## src/rtl/fpmul_result_buffer.sv

```systemverilog
// Result buffer behind the fpmul multiplier: it classifies each product, queues it in a FIFO and keeps saturating per-class counters.
// Defining FPMUL_BUF_FTZ_EN stores each denormal as a signed zero with class zero.
module fpmul_result_buffer #(
   parameter int unsigned DEPTH = 4,
   parameter int unsigned CNT_W = 16
) (
   input  logic                       clk,
   input  logic                       reset,
   input  logic                       in_valid,
   output logic                       in_ready,
   input  logic [31:0]                in_result,
   output logic                       out_valid,
   input  logic                       out_ready,
   output logic [31:0]                out_data,
   output logic [2:0]                 out_class,
   output logic [$clog2(DEPTH):0]     occupancy,
   input  logic                       cnt_clr,
   output logic [CNT_W-1:0]           cnt_zero,
   output logic [CNT_W-1:0]           cnt_denorm,
   output logic [CNT_W-1:0]           cnt_inf,
   output logic [CNT_W-1:0]           cnt_nan
);

   localparam int unsigned AW = $clog2(DEPTH);
   localparam int unsigned PW = AW + 1;

   localparam logic [2:0] CLS_NORMAL = 3'd0;
   localparam logic [2:0] CLS_ZERO   = 3'd1;
   localparam logic [2:0] CLS_DENORM = 3'd2;
   localparam logic [2:0] CLS_INF    = 3'd3;
   localparam logic [2:0] CLS_NAN    = 3'd4;

   logic [PW-1:0] wr_ptr, rd_ptr;
   logic [31:0]   mem_data  [DEPTH];
   logic [2:0]    mem_class [DEPTH];

   logic          full, empty, push, pop;
   logic [2:0]    raw_class;
   logic [2:0]    store_class;
   logic [31:0]   store_data;

   assign full      = (wr_ptr[AW] != rd_ptr[AW]) && (wr_ptr[AW-1:0] == rd_ptr[AW-1:0]);
   assign empty     = (wr_ptr == rd_ptr);
   assign in_ready  = !full && !reset;
   assign out_valid = !empty;
   assign push      = in_valid && in_ready;
   assign pop       = out_valid && out_ready;
   assign occupancy = wr_ptr - rd_ptr;
   assign out_data  = empty ? 32'd0 : mem_data[rd_ptr[AW-1:0]];
   assign out_class = empty ? 3'd0  : mem_class[rd_ptr[AW-1:0]];

   // Classify by exponent/fraction only; the sign bit never matters.
   always_comb begin
      raw_class = CLS_NORMAL;
      if (in_result[30:23] == 8'hFF)
         raw_class = (in_result[22:0] != 23'd0) ? CLS_NAN : CLS_INF;
      else if (in_result[30:23] == 8'h00)
         raw_class = (in_result[22:0] != 23'd0) ? CLS_DENORM : CLS_ZERO;
   end

   always_comb begin
      store_data  = in_result;
      store_class = raw_class;
`ifdef FPMUL_BUF_FTZ_EN
      if (raw_class == CLS_DENORM) begin
         store_data  = {in_result[31], 31'd0};
         store_class = CLS_ZERO;
      end
`endif
   end

   always_ff @(posedge clk) begin
      if (reset) begin
         wr_ptr <= '0;
         rd_ptr <= '0;
      end else begin
         if (push) wr_ptr <= wr_ptr + PW'(1);
         if (pop)  rd_ptr <= rd_ptr + PW'(1);
      end
   end

   // Storage needs no reset; the read side is gated to zero while empty.
   always_ff @(posedge clk) begin
      if (push) begin
         mem_data[wr_ptr[AW-1:0]]  <= store_data;
         mem_class[wr_ptr[AW-1:0]] <= store_class;
      end
   end

   function automatic logic [CNT_W-1:0] sat_inc(input logic [CNT_W-1:0] v);
      return (&v) ? v : v + CNT_W'(1);
   endfunction

   // Counters track the raw class, so denormals count even when flushed.
   always_ff @(posedge clk) begin
      if (reset || cnt_clr) begin
         cnt_zero   <= '0;
         cnt_denorm <= '0;
         cnt_inf    <= '0;
         cnt_nan    <= '0;
      end else if (push) begin
         case (raw_class)
            CLS_ZERO:   cnt_zero   <= sat_inc(cnt_zero);
            CLS_DENORM: cnt_denorm <= sat_inc(cnt_denorm);
            CLS_INF:    cnt_inf    <= sat_inc(cnt_inf);
            CLS_NAN:    cnt_nan    <= sat_inc(cnt_nan);
            default:    ;
         endcase
      end
   end

endmodule

```

## config.mk

```make
export PLATFORM = sky130hd
export DESIGN_NAME = fpmul_result_buffer
export DESIGN_NICKNAME = d
export VERILOG_FILES = /design/src/rtl/fpmul_result_buffer.sv
export SDC_FILE = /design/constraint.sdc
export NUM_CORES = 1
export LEC_CHECK = 0
export ABC_AREA = 1
export CORE_MARGIN = 10
export CORE_UTILIZATION = 45
export DETAILED_ROUTE_END_ITERATION = 16
export MAX_ROUTING_LAYER = met4
export PLACE_DENSITY = 0.7
export SYNTH_ARGS = -nofsm -noshare
export SYNTH_HDL_FRONTEND = slang
export SYNTH_SLANG_ARGS = --single-unit
export TNS_END_PERCENT = 20
```

## constraint.sdc

```tcl
create_clock -name clk -period 3.2 [get_ports clk]
set_input_delay 0.32 -clock clk [delete_from_list [all_inputs] [get_ports clk]]
set_output_delay 0.32 -clock clk [all_outputs]
set_load 0.005 [all_outputs]
```

Word-level counts from Yosys, hierarchy flattened
Memories as Yosys holds them, arrays and structs flattened. A register that Yosys moved wholly into a read port is not among the register bits.
Cells that the tools add are included.

storage, ports and cells
  bits of input ports = 37
  register bits after elaboration = 70
  memories kept = 2
  word-level logic and storage cells = 57
  memory bits (writable) = 140

operators by class
  mux-type cells = 12
  equality and inequality tests = 8
  bitwise gates (word level) = 4
  reductions and logical operators = 18
  $add $sub $neg = 7

memories
  name       depth  width  read ports  clocked after Yosys merged registers in  write ports  RTL line  source
  mem_data   4      32     1           1                                        1            34        logic [31:0] mem_data [DEPTH];
  mem_class  4      3      1           1                                        1            35        logic [2:0] mem_class [DEPTH];

operators by type and width
  kind                     number
  $add A16 B1 Y16 const B  4
  $reduce_and A16 Y1       4
  $mux W32                 1
  $reduce_bool A23 Y1      1
  $mux W2                  6
  $reduce_and A3 Y1        4
  $mux W3                  3
  $eq A8 B8 Y1 const B     1
  $logic_not A8 Y1         1
  $add A3 B1 Y3 const B    2
  $eq A3 B2 Y1 const B     2
  $logic_and A1 B1 Y1      4
  $not A1 Y1               4
  $eq A3 B1 Y1 const B     1
  $eq A3 B3 Y1             1
  $eq A3 B3 Y1 const B     1
  $logic_not A1 Y1         3
  $sub A3 B3 Y3            1
  $eq A2 B2 Y1             1
  $mux W1                  2
  $logic_or A1 B1 Y1       1
  $ne A1 B1 Y1             1

Longest topological paths before layout
  depth in word-level cells = 7
  depth in mapped cells = 12

Worst setup path before layout
OpenSTA, ideal clock, no wires.

  path type = register to register
  start point = register wr_ptr[0]
  end point = memory mem_class[3][0], enable pin
  required time = 2.770 ns
  library setup time = 0.430 ns
  cell stages (with the launch flop) = 9
  data arrival time = 2.721 ns
  clock period less this slack = 3.151 ns
  buffers on the path = 1
  slack = 0.049 ns
  path through = dfxtp_1 inv_1 ha_1 nand2_1 inv_1 nand3_2 nand3_2 buf_6 nor2_1

between the ends
  word-level cells in the longest chain between the ends = 7

ends and longest elaborated chain
  item                           RTL line  source
  from (decl)                    33        logic [PW-1:0] wr_ptr, rd_ptr;
  from (signal assigned)         77        if (push) wr_ptr <= wr_ptr + PW'(1);
  $eq A2 B2 Y1                   42        assign full = (wr_ptr[AW] != rd_ptr[AW]) && (wr_ptr[AW-1:0] == rd_ptr[AW-1:0]);
  $logic_and A1 B1 Y1            42
  $logic_not A1 Y1               44        assign in_ready = !full && !reset;
  $logic_and A1 B1 Y1            44
  $logic_and A1 B1 Y1            46        assign push = in_valid && in_ready;
  $mux W1                        84        if (push) begin
  $mux W1 (not written as such)  86        mem_class[wr_ptr[AW-1:0]] <= store_class;
  to (decl)                      35

Several ways; a longest one is shown, not always the timed one.

Worst setup path after layout
  start point = register wr_ptr[0]
  end point = output port out_data[7]

between the ends
  word-level cells in the longest chain between the ends = 2

ends and longest elaborated chain
  item          RTL line  source
  $eq A3 B3 Y1  43        assign empty = (wr_ptr == rd_ptr);
  $mux W32      49        assign out_data = empty ? 32'd0 : mem_data[rd_ptr[AW-1:0]];
  to (decl)     14        output logic [31:0] out_data,

Every way passes these cells.

==> summary.md <==
| Metric | Value |
|---|---|
| Cts bufs inserted | `23` |
| Syn. warnings | `0` |
| CTS clk-pin slew, worst paths | `~0.060 ns` |
| Core area | `22030 um2` |
| Std-Cell Rows | `54` |
| Worst setup EP type | `output port` |
| Inserted Diodes | `0` |
| Ys flop type | `edfxtp_1` |
| Area share of and/or/nand/nor cells after synthesis | `0.2582` |
| Num ports | `141` |
| Pins Over Slew Limit | `0` |
| Critical path arrival | `2.58 ns` |
| Syn avg cell area | `between 8 and 9 um2` |
| Vias/cell | `5.169` |
| Final min period | `2.902 ns` |
| Max VDD drop | `293.2 uV` |
| First-pass GRT wire length | `~40000 um` |
| Pwr Density | `530.1 nW/um2` |
| Multiplexer share of the synthesized area | `0` |
| Outcome | `finished, final reports clean` |
| Share of flip-flops with an asynchronous set or reset | `0` |
| Layout cells sized above 1 | `0.08243` |
| Die H | `170.2 um` |
| Largest cells by area after synthesis | `edfxtp_1 41%, dfxtp_1 14%, nor2_1 8.8%` |
| Nets | `1331` |
| Yosys cell types | `35` |
| Total congestion overflow | `0` |
| Sequential Area | `5647 um2` |
| Pre-Repair DR Iteration Count | `5` |
| Synthesized cell area | `10150 um2` |
| WS Path Type | `register to output port` |
| Clock skew | `0.01456 ns` |
| Maxcap violations | `0` |
| Synth Area in XOR/XNOR | `0.02244` |
| Worst hold path class | `primary input to register` |
| H-tree depth | `1` |
| Main combinational cell family by area after synthesis | `simple AND/OR/NAND/NOR gates` |
| Most instantiated library cell after synthesis | `nor2_1` |
| Setup crit start kind | `register` |
| Post-synthesis sequential area ratio | `0.5564` |
| Die Wd | `between 150 and 200 um` |
| Mapped Cells | `1142` |
| Cts hold-fix bufs | `0` |
| All-Layer GR Usage | `0.1784` |
| Per-cell routed wire length | `16.09 um` |
| Synth cell count leaders | `237 x nor2_1, 205 x nand2_1, 140 x edfxtp_1, 91 x a21oi_1, 84 x o21ai_0` |
| Worst path required time | `2.88 ns` |
| Final worst-path cycle share | `0.9069` |
| Post-synth EDFFs | `140` |
| Drc violations | `0` |
| Syn_nets | `1191` |
| Port Buffers | `140` |
| Post-CTS Setup Bufs | `0` |
| Starting density of the core | `0.4606` |
| Slew Limit Headroom | `0.6809` |
| Hold Vio Cnt, Final | `0` |
| Pin count of the biggest net entering global routing | `44` |
| Initial antenna violation count | `0` |
| Initial DRC Count | `524` |
| Yosys top cell area share | `0.4144` |
| Flops & latches, synth | `approximately 210` |
| RSZ-0062 raised after global routing | `no` |
| Number of cells upsized or downsized after cts | `0` |
| ANT nets after route | `0` |
| Setup violations, final | `0` |
| Final core occ | `0.5728` |
| Clk_lat worst skew | `approximately 0.50 ns` |
| Gpl congestion | `0.8839` |
| Synth-to-layout area growth | `24.36%` |
| Compound-gate portion of the synthesized area | `0.09964` |
| TritonCTS clock tree | `yes` |
| Synth Area in Adders | `0.01554` |
| Drt total wl | `between 20000 and 30000 um` |
| Fmax | `344.6 MHz` |
| Vias in the first global route | `~8000` |
| Multi-input gate area | `between 4000 and 5000 um2` |
| CTS sink count | `212` |
| DIE AREA | `28950 um2` |
| LEAKAGE | `4.219 nW` |
| Root buffer cell | `clkbuf_16` |
| Max FO, Critical Path | `35` |
| Slew @ Worst Pin | `about 0.48 ns` |
| DP Wirelength | `16950 um` |
| Synth area leader | `edfxtp_1` |
| Fill cell count | `1949` |
| Routed vias | `a little over 8000` |
| Setup TNS | `0 ns` |
| CTS Buffer Depth | `3` |
-- power by group --
group / switching, W / total (W) / internal [W]
clock network: 0.00104 / 0.00252 / 0.00149
registers: 0.0000268 / 0.00300 / 0.00297
logic: 0.000631 / 0.00117 / 0.000535
total: 0.00169 / 0.00669 / 0.00500
-- cells by family (layout without fill, tap and decap cells) --
group / count (synthesis) / count (layout)
adder cells (fa/ha/maj): 12 / 12
buffers and inverters: 109 / 265
XOR/XNOR: 26 / 26
flip-flops: 212 / 212
AO/OA/AOI/OAI: 194 / 194
AND/OR/NAND/NOR: 589 / 589
-- critical path, stage by stage (launching register included) --
cell and delay [ns]:
dfxtp_1 0.36, inv_1 0.11, ha_1 0.32, nand2_1 0.07
inv_1 0.05, nand2_1 0.10, clkinv_1 0.06, buf_4 0.25
a21oi_1 0.19, clkdlybuf4s50_1 0.56
-- worst paths after layout --
kind	from	end	slack (ns)	cells past startpoint
hold / removal	in_result[31]	mem_data[2][31]$_DFFE_PP_	0.46	1
setup reg to reg	wr_ptr[0]$_SDFFE_PP0P_	cnt_nan[0]$_SDFFE_PP0P_	0.89	10
hold reg to reg	rd_ptr[2]$_SDFFE_PP0P_	rd_ptr[2]$_SDFFE_PP0P_	0.50	2
setup / recovery	wr_ptr[0]$_SDFFE_PP0P_	out_data[7]	0.30	9
-- registers in the layout, indices dropped and copies added, names as in the netlist, named ones only --
signal and flops:
cnt_denorm 16, cnt_inf 16, cnt_nan 16, cnt_zero 16, mem_class 12, mem_data 128
rd_ptr 3, wr_ptr 3
-- placed cells by master (no fill, tap or decap), drive strengths merged --
master,synthesis,routed
xor2,11,11
fa,1,1
buf,18,20
a21oi,101,101
nand3b,8,8
clkdlybuf4s50,0,140
dfxtp,72,72
xnor2,15,15
ha,11,11
nor2,251,251
or2,1,1
nor3,3,3
clkinvlp,0,3
clkbuf,27,28
inv,62,62
bufinv,0,2
nand3,76,76
nand4,30,30
edfxtp,140,140
and2,2,2
nand2,218,218
o21a,1,1
o21ai,92,92
clkinv,2,10
-- metrics by stage --
stage / cells / instance area (um2) / hold slack, ns / total power, W / setup slack (ns)
2_1_floorplan: 1142 / 10150 / 0.4189 / 0.003607 / 0.04929
3_3_place_gp: 1537 / 11900 / 0.4825 / 0.004229 / 0.7322
3_5_place_dp: 1537 / 11900 / 0.4874 / 0.004244 / 0.6746
4_1_cts: 1578 / 12620 / 0.4353 / 0.006785 / 0.2421
5_1_grt: 1578 / 12620 / 0.4600 / 0.006984 / 0.08535
6_report: 1578 / 12620 / 0.4571 / 0.006689 / 0.2980
-- routing by layer --
layer	wire length, um	part of all wire	vias to the layer above	global-route usage
li1	-	-	4139	-
met1	11390	0.45	3798	0.2205
met2	12090	0.48	189	0.2963
met3	1461	0.058	31	0.03424
met4	437	0.017	0	0.04272
met5	0	0	-	-
-- cell type report --
type	instances	share of cell area
flip-flops and latches	212	0.4475
multi-input cells	821	0.3207
repair buffers	160	0.1279
well taps	280	0.02777
clock inverters	13	0.009917
clock buffers	28	0.04710
inverters	64	0.01904
No activity file was read; power rests on OpenSTA's default activity.
